`config.mk`:
```
export PLATFORM = sky130hd
export DESIGN_NAME = cpu_fetch_queue_flat
export DESIGN_NICKNAME = d
export VERILOG_FILES = /design/src/rtl/cpu_fetch_pkg.sv /design/src/rtl/cpu_fetch_queue_if.sv /design/src/rtl/cpu_fetch_fifo.sv /design/src/rtl/cpu_fetch_queue.sv /design/src/flat_wrapper.sv
export SDC_FILE = /design/constraint.sdc
export NUM_CORES = 1
export LEC_CHECK = 0
export ABC_AREA = 0
export BUFFER_PORTS_ARGS = -buffer_cell sky130_fd_sc_hd__buf_2
export CAP_MARGIN = 20
export CORE_MARGIN = 2
export CORE_UTILIZATION = 50
export DETAILED_ROUTE_END_ITERATION = 10
export GPL_TIMING_DRIVEN = 0
export PLACE_DENSITY = 0.82
export SLEW_MARGIN = 25
export SYNTH_ARGS = -nofsm -noshare
export SYNTH_HDL_FRONTEND = slang
export SYNTH_SLANG_ARGS = --single-unit
export TNS_END_PERCENT = 50
```
`constraint.sdc`:
```
create_clock -name clock -period 9.6 [get_ports clock]
set_input_delay 0.48 -clock clock [delete_from_list [all_inputs] [get_ports clock]]
set_output_delay 0.48 -clock clock [all_outputs]
set_load 0.02 [all_outputs]
```
`src/rtl/cpu_fetch_pkg.sv`:
```
// rtl/cpu_fetch_pkg.sv - shared types and constants for the instruction fetch front end
package cpu_fetch_pkg;

  localparam logic [31:0] DEFAULT_RESET_VECTOR = 32'hbfc00000;
  localparam int unsigned FETCH_WORD_BYTES     = 4;

  typedef struct packed {
    logic [31:0] addr;
    logic [31:0] data;
    logic        err;
  } fetch_entry_t;

endpackage

```
`src/rtl/cpu_fetch_queue_if.sv`:
```
// rtl/cpu_fetch_queue_if.sv - instruction bus, decode handshake and redirect signals
interface cpu_fetch_queue_if;

  logic [31:0] ibus_address;
  logic        ibus_read;
  logic [31:0] ibus_data;
  logic        ibus_stall;
  logic        ibus_error;

  logic        out_valid;
  logic        out_ready;
  logic [31:0] out_address;
  logic [31:0] out_instruction;
  logic        out_error;

  logic        branch_valid;
  logic [31:0] branch_inst_addr;
  logic [31:0] branch_address;

  // fetch queue side
  modport master (
    output ibus_address, ibus_read,
    input  ibus_data, ibus_stall, ibus_error,
    output out_valid, out_address, out_instruction, out_error,
    input  out_ready,
    input  branch_valid, branch_inst_addr, branch_address
  );

  // bus, decode and branch unit side
  modport slave (
    input  ibus_address, ibus_read,
    output ibus_data, ibus_stall, ibus_error,
    input  out_valid, out_address, out_instruction, out_error,
    output out_ready,
    output branch_valid, branch_inst_addr, branch_address
  );

endinterface

```
`src/rtl/cpu_fetch_fifo.sv`:
```
// rtl/cpu_fetch_fifo.sv - circular queue of fetched words with flush that can keep the head
module cpu_fetch_fifo
  import cpu_fetch_pkg::*;
#(
  parameter int DEPTH = 4
) (
  input  logic                   clock,
  input  logic                   reset,
  input  logic                   i_push,
  input  fetch_entry_t           i_push_entry,
  input  logic                   i_pop,
  input  logic                   i_flush,
  input  logic                   i_flush_keep_head,
  output fetch_entry_t           o_head,
  output logic [$clog2(DEPTH):0] o_count
);

  localparam int AW = $clog2(DEPTH);

  fetch_entry_t r_mem [DEPTH];
  logic [AW-1:0] r_rd;
  logic [AW-1:0] r_wr;
  logic [AW:0]   r_count;

  logic          w_pop;
  logic [AW-1:0] w_wr_base;
  logic [AW:0]   w_count_base;

  // a flush collapses the queue to at most the head; a same-cycle push lands right behind it
  assign w_pop        = i_pop && !i_flush && (r_count != '0);
  assign w_wr_base    = i_flush ? r_rd + AW'(i_flush_keep_head) : r_wr;
  assign w_count_base = i_flush ? (AW+1)'(i_flush_keep_head) : r_count;

  // entry storage
  always_ff @(posedge clock) begin
    if (i_push) r_mem[w_wr_base] <= i_push_entry;
  end

  // read/write pointers and occupancy
  always_ff @(posedge clock) begin
    if (reset) begin
      r_rd    <= '0;
      r_wr    <= '0;
      r_count <= '0;
    end else begin
      r_rd    <= r_rd + AW'(w_pop);
      r_wr    <= w_wr_base + AW'(i_push);
      r_count <= w_count_base + (AW+1)'(i_push) - (AW+1)'(w_pop);
    end
  end

  assign o_head  = r_mem[r_rd];
  assign o_count = r_count;

endmodule

```
`src/rtl/cpu_fetch_queue.sv`:
```
// rtl/cpu_fetch_queue.sv - sequential fetch issue, in-flight tracking and branch redirect
module cpu_fetch_queue
  import cpu_fetch_pkg::*;
#(
  parameter logic [31:0] RESET_VECTOR = DEFAULT_RESET_VECTOR,
  parameter int          DEPTH        = 4
) (
  input logic               clock,
  input logic               reset,
  cpu_fetch_queue_if.master bus
);

  localparam int          CW   = $clog2(DEPTH) + 1;
  localparam logic [31:0] STEP = 32'(FETCH_WORD_BYTES);

  // presented request
  logic [31:0] r_addr;
  logic        r_read;
  logic        r_req_drop;    // presented request is stale: drop its response
  // accepted request awaiting its response
  logic        r_inf_valid;
  logic [31:0] r_inf_addr;
  logic        r_inf_drop;
  // redirect recorded during a stall, loaded at the first free cycle
  logic        r_ld;
  logic [31:0] r_ld_addr;
  // target to fetch once the delay slot request has been accepted
  logic        r_chain;
  logic [31:0] r_chain_addr;

  fetch_entry_t  w_head;
  fetch_entry_t  w_push_entry;
  logic [CW-1:0] w_count;
  logic [CW-1:0] w_count_next;
  logic          w_nonempty, w_stall, w_acc, w_resp, w_branch;
  logic [31:0]   w_ds, w_first;
  logic          w_ds_queued, w_ds_inf, w_ds_req, w_ds_have;
  logic          w_push, w_pop, w_read_next;

  assign w_stall    = bus.ibus_stall;
  assign w_branch   = bus.branch_valid;
  assign w_nonempty = (w_count != '0);
  assign w_acc      = r_read && !w_stall;
  assign w_resp     = r_inf_valid && !w_stall;

  // delay slot may be at the queue head, in flight, or be the request the bus is holding;
  // only the first of these counts so it is never delivered twice
  assign w_ds        = bus.branch_inst_addr + STEP;
  assign w_ds_queued = w_nonempty && (w_head.addr == w_ds);
  assign w_ds_inf    = r_inf_valid && !r_inf_drop && (r_inf_addr == w_ds) && !w_ds_queued;
  assign w_ds_req    = r_read && !r_req_drop && (r_addr == w_ds) && !w_ds_queued && !w_ds_inf;
  assign w_ds_have   = w_ds_queued || w_ds_inf || w_ds_req;
  assign w_first     = w_ds_have ? bus.branch_address : w_ds;

  assign w_push_entry = '{addr: r_inf_addr, data: bus.ibus_data, err: bus.ibus_error};
  assign w_push       = w_resp && !r_inf_drop && (!w_branch || w_ds_inf);
  assign w_pop        = bus.out_valid && bus.out_ready;

  // issue gate looks at occupancy and in-flight as they will be after this edge
  assign w_count_next = (w_branch ? CW'(w_ds_queued) : w_count) + CW'(w_push) - CW'(w_pop);
  assign w_read_next  = (int'(w_count_next) + int'(w_acc)) < DEPTH;

  cpu_fetch_fifo #(.DEPTH(DEPTH)) u_fifo (
    .clock             (clock),
    .reset             (reset),
    .i_push            (w_push),
    .i_push_entry      (w_push_entry),
    .i_pop             (w_pop),
    .i_flush           (w_branch),
    .i_flush_keep_head (w_ds_queued),
    .o_head            (w_head),
    .o_count           (w_count)
  );

  // bus request, in-flight and redirect control; everything bus-facing holds while stalled
  always_ff @(posedge clock) begin
    if (reset) begin
      r_addr       <= RESET_VECTOR;
      r_read       <= 1'b1;
      r_req_drop   <= 1'b0;
      r_inf_valid  <= 1'b0;
      r_inf_addr   <= '0;
      r_inf_drop   <= 1'b0;
      r_ld         <= 1'b0;
      r_ld_addr    <= '0;
      r_chain      <= 1'b0;
      r_chain_addr <= '0;
    end else if (!w_stall) begin
      r_read      <= w_read_next;
      r_inf_valid <= w_acc;
      r_inf_addr  <= r_addr;
      r_inf_drop  <= w_branch ? !w_ds_req : r_req_drop;
      r_req_drop  <= 1'b0;
      r_ld        <= 1'b0;
      if (w_branch) begin
        r_addr       <= w_first;
        r_chain      <= !w_ds_have;
        r_chain_addr <= bus.branch_address;
      end else if (r_ld) begin
        r_addr <= r_ld_addr;
      end else if (w_acc) begin
        if (r_chain) begin
          r_addr  <= r_chain_addr;
          r_chain <= 1'b0;
        end else begin
          r_addr <= r_addr + STEP;
        end
      end
    end else if (w_branch) begin
      r_ld         <= 1'b1;
      r_ld_addr    <= w_first;
      r_chain      <= !w_ds_have;
      r_chain_addr <= bus.branch_address;
      r_req_drop   <= !w_ds_req;
      r_inf_drop   <= !w_ds_inf;
    end
  end

  assign bus.ibus_address    = r_addr;
  assign bus.ibus_read       = r_read;
  assign bus.out_valid       = w_nonempty && !w_branch;
  assign bus.out_address     = w_nonempty ? w_head.addr : '0;
  assign bus.out_instruction = w_nonempty ? w_head.data : '0;
  assign bus.out_error       = w_nonempty && w_head.err;

endmodule

```
`src/flat_wrapper.sv`:
```
// flat-port wrapper written by rule: the top's interface ports become plain ports
module cpu_fetch_queue_flat import cpu_fetch_pkg::*;
#(
  parameter logic [31:0] RESET_VECTOR = DEFAULT_RESET_VECTOR,
  parameter int          DEPTH        = 4
)
  (clock, reset, bus_ibus_address, bus_ibus_read, bus_ibus_data, bus_ibus_stall, bus_ibus_error, bus_out_valid, bus_out_address, bus_out_instruction, bus_out_error, bus_out_ready, bus_branch_valid, bus_branch_inst_addr, bus_branch_address);
  cpu_fetch_queue_if bus_i ();
  input logic clock;
  input logic reset;
  output wire logic [$bits(bus_i.ibus_address)-1:0] bus_ibus_address;
  output wire logic [$bits(bus_i.ibus_read)-1:0] bus_ibus_read;
  input wire logic [$bits(bus_i.ibus_data)-1:0] bus_ibus_data;
  input wire logic [$bits(bus_i.ibus_stall)-1:0] bus_ibus_stall;
  input wire logic [$bits(bus_i.ibus_error)-1:0] bus_ibus_error;
  output wire logic [$bits(bus_i.out_valid)-1:0] bus_out_valid;
  output wire logic [$bits(bus_i.out_address)-1:0] bus_out_address;
  output wire logic [$bits(bus_i.out_instruction)-1:0] bus_out_instruction;
  output wire logic [$bits(bus_i.out_error)-1:0] bus_out_error;
  input wire logic [$bits(bus_i.out_ready)-1:0] bus_out_ready;
  input wire logic [$bits(bus_i.branch_valid)-1:0] bus_branch_valid;
  input wire logic [$bits(bus_i.branch_inst_addr)-1:0] bus_branch_inst_addr;
  input wire logic [$bits(bus_i.branch_address)-1:0] bus_branch_address;
  assign bus_ibus_address = bus_i.ibus_address;
  assign bus_ibus_read = bus_i.ibus_read;
  assign bus_i.ibus_data = bus_ibus_data;
  assign bus_i.ibus_stall = bus_ibus_stall;
  assign bus_i.ibus_error = bus_ibus_error;
  assign bus_out_valid = bus_i.out_valid;
  assign bus_out_address = bus_i.out_address;
  assign bus_out_instruction = bus_i.out_instruction;
  assign bus_out_error = bus_i.out_error;
  assign bus_i.out_ready = bus_out_ready;
  assign bus_i.branch_valid = bus_branch_valid;
  assign bus_i.branch_inst_addr = bus_branch_inst_addr;
  assign bus_i.branch_address = bus_branch_address;
  cpu_fetch_queue #(.RESET_VECTOR(RESET_VECTOR), .DEPTH(DEPTH)) u_core (.clock(clock), .reset(reset), .bus(bus_i));
endmodule
```
==> results of run 1 <==
power by group through the flow:
stage / clock network [µW] / registers, µW / logic, µW
2_1_floorplan: 0 / 1950 / 235
3_3_place_gp: 0 / 1960 / 384
3_5_place_dp: 0 / 1960 / 392
4_1_cts: 1670 / 1920 / 395
5_1_grt: 1740 / 1930 / 427
6_report: 1660 / 1920 / 402
worst paths after layout:
| path | start | slack, ns | endpoint |
|---|---|---|---|
| setup / recovery | u_core.u_fifo.r_rd[1] | 2.38 | u_core.u_fifo.r_mem[2][56] |
| hold / removal | bus_ibus_data[30] | 0.11 | u_core.u_fifo.r_mem[1][31] |
| setup reg to reg | u_core.u_fifo.r_rd[1] | 2.38 | u_core.u_fifo.r_mem[2][56] |
| hold reg to reg | u_core.r_ld_addr[14] | 0.46 | u_core.r_ld_addr[14] |
final cells by class:
cell class / count / area share
diodes: 2 / 0.000221
plain buffers: 116 / 0.0214
clock buffers: 48 / 0.0482
clock inverters: 29 / 0.0138
inverters: 42 / 0.00695
multi-input cells: 1056 / 0.362
flip-flops and latches: 401 / 0.469
well taps: 518 / 0.0286
repair buffers: 206 / 0.0506
Yosys cell counts (23+ instances only):
| cell | n |
|---|---|
| inv_1 | 41 |
| xor2_1 | 38 |
| nand3b_1 | 30 |
| nor3_1 | 23 |
| xnor2_1 | 91 |
| a21oi_1 | 29 |
| nor2_1 | 137 |
| edfxtp_1 | 260 |
| nand2_1 | 78 |
| nand3_1 | 41 |
| clkbuf_1 | 75 |
| mux4_2 | 62 |
| nand4_1 | 33 |
| o21ai_0 | 100 |
| dfxtp_1 | 141 |
| and2_1 | 66 |
| mux2i_1 | 102 |
stage by stage:
step	power (µW)	hold slack, ns	area (µm²)	setup TNS (ns)
floorplan	2190	0.425	19400	0
global placement	2340	0.435	21000	-602.15
detailed placement	2350	0.443	21300	0
CTS	3990	0.0884	22700	0
global route	4090	0.0963	22700	0
finish	3990	0.109	22700	0
routing by layer:
| layer | vias to the layer above | track usage | routed length [µm] |
|---|---|---|---|
| met1 | 7251 | 0.397 | 24400 |
| met2 | 872 | 0.519 | 30300 |
| met4 | 4 | 0.131 | 2780 |
| li1 | 6493 | - | - |
| met5 | - | 0 | 23 |
| met3 | 161 | 0.0489 | 5320 |
flip-flops by register name (all words and copies together), names as in the netlist, 2 cells and up:
register	cells
u_core.r_chain_addr	32
u_core.u_fifo.r_rd	2
u_core.u_fifo.r_mem	260
u_core.r_ld_addr	32
u_core.bus.ibus_address	32
u_core.u_fifo.o_count	3
u_core.r_inf_addr	32
u_core.u_fifo.r_wr	2
kinds of logic (layout without fill, tap and decap cells):
group	after synthesis	in the layout	synth area share
simple gates	516	516	0.142
flops	401	401	0.547
compound gates	212	212	0.0674
mux	175	175	0.131
buf+inv	158	441	0.0331
xor+xnor	142	142	0.0732
fa+ha+maj	11	11	0.00708
other cells	0	2	0
==> impl_metrics.py, run 1 <==
metrics = {
    "place": {
        "dpl.cell_count": 2338,
        "port_buffers": 183,
        "pre_cts_ws_ns": 2.57,
        "gp_congestion": 0.989,
        "hpwl_um": 47400,
    },
    "critical_path": {
        "worst-path-buf-inv": 9,
        "crit_chain": "buf_2 -> buf_1 -> clkbuf_1 -> buf_1 -> mux4_2 -> xnor2_1 -> nor3_1 -> nand4_1 -> or4_1 -> nor4_1 -> ha_1 -> mux2_2 -> nor3b_2 -> buf_6 -> buf_6 -> buf_4 -> buf_4 -> buf_4",
        "cp_data_required_time_ns": 9.85,
        "slowest_stage": "buf_1",
        "crit_path_start_kind": "register",
        "critical_path.max_stage_delay_ns": 0.76,
        "critPathKind": "reg -> reg",
        "crit_arrival_ns": 7.46,
        "cpMostUsedCell": "buf_4",
        "rr_worst_depth": 18,
        "cp_num_cells": 18,
        "crit_path_end_kind": "register",
        "cpLargestDelayFamily": "buffers and inverters",
        "crit_fanout": 10,
    },
    "cells_and_area": {
        "area_growth_pct": 16.7,
        "most-common-layout-cells": "edfxtp_1 (260), buf_2 (198), dfxtp_1 (141)",
        "final_common_cell": "edfxtp_1",
        "register_area_mm2": 0.0106,
        "stdcell_count": 2418,
        "multi_input_area_mm2": 0.00820,
        "nFillCells": 3162,
        "layout-drive-gt1-share": 0.203,
        "fin_nets": 1978,
        "final_core_util": 0.588,
    },
    "clock_network": {
        "cts.sinks": 401,
        "post_cts_resized": 0,
        "cts_tree": "yes",
        "htree_levels": 2,
        "cts_setup_buffers": 0,
        "cts.clk_slew.worst_paths_ns": 0.06,
        "cts_buffers": 42,
        "ctsRootBufferMaster": "clkbuf_16",
        "clock_latency_ns": 0.60,
        "clk_path_buf_depth": 3,
        "postCtsHoldBufs": 0,
    },
    "drt": {
        "vias": 14781,
        "drt_iter0_markers": 1536,
        "drt-vias-per-instance": 6.11,
        "routedWlPerCell_um": 26.0,
        "first_pass_iters": 7,
        "drc": 0,
        "routed_wl_um": 62800,
        "antenna_left": 0,
    },
    "job": {
        "cap_violations": 0,
    },
    "yosys": {
        "syn_area_mm2": 0.0194,
        "ys_warn_count": 0,
        "yosys_most_used_dff": "edfxtp_1",
        "syn_area_per_cell_um2": 12.0,
        "async_flop_share": 0,
        "synthCells": 1615,
        "synth_edf_count": 260,
        "synth_area_leaders": "edfxtp_1 (40%), dfxtp_1 (15%), mux4_2 (7.2%), mux2i_1 (5.3%), xnor2_1 (4.1%)",
        "ys_seq_area_frac": 0.547,
        "yosysTopAreaCellShare": 0.402,
        "yosysTopAreaCell": "edfxtp_1",
        "synth.distinct_cells": 68,
        "synthesis.nets": 1728,
        "ys_ff_latch": 401,
    },
    "power_and_ir_drop": {
        "power_density_mw_per_mm2": 176,
        "p_clk_frac": 0.417,
        "peakVddDrop_uv": 146,
        "intPower_uw": 2980,
        "p_sw_frac": 0.252,
        "power_frac_comb": 0.101,
        "p_switching_uw": 1000,
        "seqPwrFrac": 0.482,
        "leakage_uw": 0.00824,
    },
    "sta": {
        "skew_ns": 0.0599,
        "slew_headroom": 0.302,
        "timing.fmax_mhz": 139,
        "slew_viol_final": 0,
        "fin_ws_ns": 2.38,
        "fin_crit_ns": 7.22,
        "fin_crit_sh": 0.752,
        "rsz0062_at_grt": "no",
        "worst_pin_slew_ns": 1.04,
        "hold_viol": 0,
        "setup_viol": 0,
    },
    "global_routing": {
        "grt_overflow": 0,
        "antenna_found_initial": 4,
        "grt_first_pass_wirelength_um": 91900,
        "grt_max_degree": 45,
        "grt_pass1_vias": 14606,
        "grt_util_all_layers": 0.308,
    },
    "floorplanning": {
        "core_area_mm2": 0.0386,
        "fp.dieH_um": 201,
        "row_count": 72,
        "start_util": 0.504,
        "fp.dieArea_mm2": 0.0405,
        "num_io_pins": 201,
        "dieWidth_um": 201,
    },
    "status": {
        "status": "complete, no violations",
    },
    "min_path": {
        "hold_depth": 1,
        "min-delay-path-class": "in -> reg",
    },
}
(Power assumes the default switching activity.)
==> inputs of run 2 (changes only) <==
- clock period: 9.6 -> 6.4 ns (I/O delays scaled with it)
==> impl_metrics.py, run 2 (synthesized netlist as in run 1, its figures left out) <==
metrics = {
    "cells_and_area": {
        "largest_register": "u_core.u_fifo.r_mem",
        "most-common-layout-cells": "edfxtp_1 (260), buf_2 (196), dfxtp_1 (141)",
        "largest_reg_flops": 260,
        "area_growth_pct": 18.7,
        "final_common_cell": "edfxtp_1",
        "fin_nets": 2016,
        "layout-drive-gt1-share": 0.192,
    },
    "sta": {
        "fin_crit_ns": 6.00,
        "fin_ws_ns": 0.402,
        "setup_viol": 0,
        "skew_ns": 0.0564,
        "slew_viol_final": 0,
        "worst_pin_slew_ns": 1.12,
        "fin_crit_sh": 0.937,
        "rsz0062_at_grt": "no",
        "hold_viol": 0,
        "timing.fmax_mhz": 167,
        "slew_headroom": 0.245,
    },
    "drt": {
        "drt_iter0_markers": 1777,
        "routed_wl_um": 66500,
        "routedWlPerCell_um": 27.1,
        "drc": 0,
        "antenna_left": 0,
        "vias": 15190,
        "drt-vias-per-instance": 6.18,
        "first_pass_iters": 6,
    },
    "place": {
        "pre_cts_ws_ns": -0.631,
        "gp_congestion": 0.990,
        "port_buffers": 183,
        "hpwl_um": 47800,
    },
    "floorplanning": {
        "num_io_pins": 201,
        "fp.dieH_um": 201,
        "fp.dieArea_mm2": 0.0405,
        "core_area_mm2": 0.0386,
        "start_util": 0.504,
        "dieWidth_um": 201,
        "row_count": 72,
    },
    "status": {
        "status": "complete, no violations",
    },
    "global_routing": {
        "grt_overflow": 0,
        "antenna_found_initial": 7,
        "grt_pass1_vias": 14982,
        "grt_util_all_layers": 0.324,
        "grt_first_pass_wirelength_um": 96500,
        "grt_max_degree": 43,
    },
    "power_and_ir_drop": {
        "power.total_uw": 5860,
        "peakVddDrop_uv": 197,
        "leakage_uw": 0.00835,
        "power_density_mw_per_mm2": 254,
    },
    "clock_network": {
        "clock_latency_ns": 0.59,
        "cts_setup_buffers": 0,
        "cts.sinks": 401,
        "htree_levels": 2,
        "cts_buffers": 41,
        "cts.clk_slew.worst_paths_ns": 0.07,
        "clk_path_buf_depth": 3,
        "ctsRootBufferMaster": "clkbuf_16",
        "cts_tree": "yes",
    },
    "critical_path": {
        "crit_fanout": 12,
        "cp_data_required_time_ns": 6.65,
        "rr_worst_depth": 18,
        "critPathKind": "reg -> reg",
        "crit_arrival_ns": 6.24,
        "crit_path_start_kind": "register",
        "crit_path_end_kind": "register",
    },
    "min_path": {
        "hold_depth": 3,
        "min-delay-path-class": "in -> reg",
    },
    "job": {
        "cap_violations": 0,
    },
}
==> run 2: repair_timing <==
| item | 4_1_cts | 5_1_grt |
|---|---|---|
| hold buffers | 48 | 0 |
| pin swaps | 0 | 0 |
| endpoints found under the hold margin | 147 | 0 |
| setup endpoints to repair | 249 | 117 |
| resized for setup | 2 | 3 |
==> run 2: per-layer routing <==
metal / share of wire / track usage
met5: 0 / 0
met4: 0.041 / 0.132
met3: 0.088 / 0.0583
met2: 0.49 / 0.548
met1: 0.39 / 0.413
==> run 2: final timing paths <==
check / from / endpoint / slack [ns]
min reg2reg: u_core.r_ld_addr[14] / u_core.r_ld_addr[14] / 0.46
max reg2reg: u_core.u_fifo.r_rd[0] / u_core.u_fifo.r_mem[2][61] / 0.40
max: u_core.u_fifo.r_rd[0] / u_core.u_fifo.r_mem[2][61] / 0.40
min: bus_branch_address[17] / u_core.r_chain_addr[17] / 0.003
==> run 2: metrics by stage <==
step	TNS, ns	utilization	std cells	hold WS (ns)	cell area [µm²]
after floorplan	-5.68	-	1615	0.419	19500
after global placement	-751.23	0.545	2316	0.439	21000
after detailed placement	-103.84	0.552	2331	0.444	21300
after CTS	0	0.598	2452	0.00113	23000
after global routing	0	0.598	2457	0.0280	23100
final	0	0.598	2458	0.00260	23100
==> run 2: cell type report <==
class / count / area (µm²)
diodes: 6 / 15.0
plain buffers: 115 / 489
clock buffers: 51 / 1070
clock inverters: 23 / 204
fillers: 3094 / 15500
inverters: 42 / 158
multi-input cells: 1056 / 8230
flip-flops and latches: 401 / 10600
well taps: 518 / 648
repair buffers: 246 / 1620
==> run 2: worst max-delay path, stage by stage, from the launching register on <==
cell	delay, ns
dfxtp_1	0.38
clkbuf_1	0.37
clkbuf_4	0.43
buf_4	0.30
clkbuf_4	0.34
mux4_2	0.55
inv_1	0.13
xnor2_1	0.18
o41ai_1	0.14
a221oi_1	0.35
nand4_1	0.17
nor4_2	0.45
ha_1	0.34
mux2_2	0.33
nor3b_4	0.43
buf_8	0.24
buf_8	0.18
buf_8	0.16
buf_8	0.17
==> run 2: power breakdown <==
part | switching, µW | internal [µW] | total (µW)
Sequential | 74.3 | 2810 | 2890
Clock | 1050 | 1280 | 2330
Combinational | 397 | 241 | 637
Total | 1520 | 4340 | 5860
==> inputs of run 3 (changes only) <==
- PLACE_DENSITY: 0.82 -> 0.79
- clock period: 6.4 -> 6.55 ns (I/O delays scaled with it)
==> impl_metrics.py, run 3 (synthesized netlist as in run 1, its figures left out) <==
metrics = {
    "clock_network": {
        "clock_latency_ns": 0.59,
        "htree_levels": 2,
        "clk_path_buf_depth": 3,
        "ctsRootBufferMaster": "clkbuf_16",
        "cts_tree": "yes",
        "cts.clk_slew.worst_paths_ns": 0.06,
        "cts.sinks": 401,
        "cts_buffers": 41,
    },
    "cells_and_area": {
        "nFillCells": 3071,
        "stdcell_count": 2447,
        "final_core_util": 0.597,
        "area_growth_pct": 18.5,
        "largest_register": "u_core.u_fifo.r_mem",
        "multi_input_area_mm2": 0.00822,
        "fin_nets": 2010,
        "most-common-layout-cells": "edfxtp_1 (260), buf_2 (199), dfxtp_1 (141)",
        "register_area_mm2": 0.0106,
        "final_common_cell": "edfxtp_1",
        "finish.instance_area_mm2": 0.0230,
        "layout-drive-gt1-share": 0.196,
        "largest_reg_flops": 260,
    },
    "critical_path": {
        "critical_path.max_stage_delay_ns": 0.68,
        "crit_path_end_kind": "register",
        "worst-path-buf-inv": 9,
        "crit_fanout": 13,
        "crit_path_start_kind": "register",
        "reg2reg_slack_ns": 0.26,
        "critPathKind": "reg -> reg",
        "cpLargestDelayFamily": "buffers and inverters",
        "cp_data_required_time_ns": 6.82,
        "crit_chain": "buf_2 -> buf_1 -> clkbuf_2 -> buf_1 -> mux4_2 -> xnor2_1 -> or4_1 -> nor4_2 -> ha_1 -> xnor2_1 -> nor2_1 -> a21oi_1 -> nor3b_4 -> buf_6 -> buf_8 -> buf_8 -> buf_6 -> buf_6",
        "crit_arrival_ns": 6.56,
        "cpMostUsedCell": "buf_6",
        "slowest_stage": "buf_1",
    },
    "place": {
        "hpwl_um": 47000,
        "pre_cts_ws_ns": -0.255,
        "port_buffers": 183,
        "dpl_cell_area_mm2": 0.0213,
        "dpl.cell_count": 2332,
        "gp_congestion": 0.995,
    },
    "status": {
        "status": "complete, no violations",
    },
    "sta": {
        "hold_viol": 0,
        "fin_crit_sh": 0.960,
        "fin_ws_ns": 0.263,
        "worst_pin_slew_ns": 1.10,
        "timing.fmax_mhz": 159,
        "rsz0062_at_grt": "no",
        "slew_viol_final": 0,
        "skew_ns": 0.0326,
        "setup_viol": 0,
        "finalSetupTns_ns": 0,
        "slew_headroom": 0.263,
        "fin_crit_ns": 6.29,
    },
    "drt": {
        "topRoutingLayerUsed": "met5",
        "routedWlPerCell_um": 26.4,
        "drt_iter0_markers": 1475,
        "antenna_left": 0,
        "route.met2.wl_um": 30900,
        "wl_met3_um": 6000,
        "first_pass_iters": 8,
        "drt-vias-per-instance": 6.20,
        "drc": 0,
        "vias": 15163,
        "routed_wl_um": 64600,
        "wl_met1_um": 25000,
    },
    "global_routing": {
        "grt_util_all_layers": 0.315,
        "grt_overflow": 0,
        "antenna_found_initial": 3,
        "grt_first_pass_wirelength_um": 94300,
        "grt_pass1_vias": 14756,
        "grt_max_degree": 41,
    },
    "power_and_ir_drop": {
        "peakVddDrop_uv": 230,
        "leakage_uw": 0.00838,
        "power_density_mw_per_mm2": 251,
    },
    "floorplanning": {
        "fp.dieH_um": 201,
        "num_io_pins": 201,
        "core_area_mm2": 0.0386,
        "row_count": 72,
        "start_util": 0.504,
        "fp.dieArea_mm2": 0.0405,
        "dieWidth_um": 201,
    },
    "job": {
        "cap_violations": 0,
    },
    "min_path": {
        "min-delay-path-class": "in -> reg",
    },
}
[run 3: repair_timing]
item | in CTS | in global routing
gates resized for setup | 2 | 3
endpoints found under the hold margin | 139 | 0
endpoints found under the setup margin | 110 | 109
pin swaps | 0 | 0
hold buffers | 40 | 0
setup buffers | 0 | 0
[run 3: area by class of cell]
type	count	share of cell area
Antenna cell	1	0.000109
Buffer	116	0.0213
Clock buffer	52	0.0485
Clock inverter	22	0.00983
Inverter	42	0.00685
Multi-Input combinational cell	1056	0.357
Sequential cell	401	0.462
Tap cell	518	0.0281
Timing Repair Buffer	239	0.0667
[run 3: worst register-to-register path: stages, from the launching register on]
cell	delay (ns)
dfxtp_1	0.31
buf_2	0.25
buf_1	0.52
clkbuf_2	0.44
buf_1	0.69
mux4_2	0.48
xnor2_1	0.18
or4_1	0.47
nor4_2	0.50
ha_1	0.26
xnor2_1	0.08
nor2_1	0.14
a21oi_1	0.16
nor3b_4	0.49
buf_6	0.25
buf_8	0.17
buf_8	0.17
buf_6	0.21
buf_6	0.19
[run 3: final timing paths]
kind                                        startpoint                    endpoint  cells after the start
worst max-delay path             u_core.u_fifo.r_rd[1]  u_core.u_fifo.r_mem[2][56]                     18
worst min-delay path            bus_branch_address[11]     u_core.r_chain_addr[11]                      3
worst max register to register   u_core.u_fifo.r_rd[1]  u_core.u_fifo.r_mem[2][56]                     18
worst min register to register    u_core.r_ld_addr[11]        u_core.r_ld_addr[11]                      2
[run 3: layer usage]
layer	vias up	global-route usage
li1	6545	-
met1	7483	0.408
met2	964	0.524
met3	169	0.0533
met4	2	0.136
met5	-	0
[run 3: stage by stage]
step	hold slack (ns)	power [µW]
after floorplan	0.425	3200
after global placement	0.435	3430
after detailed placement	0.444	3450
after CTS	0.00288	5770
after global routing	0.0252	5920
final	0.00306	5770
[run 3: power by group]
group          switching [µW]  total (µW)  internal [µW]
Combinational             380         612            232
Clock                    1010        2340           1330
Sequential               74.8        2820           2750
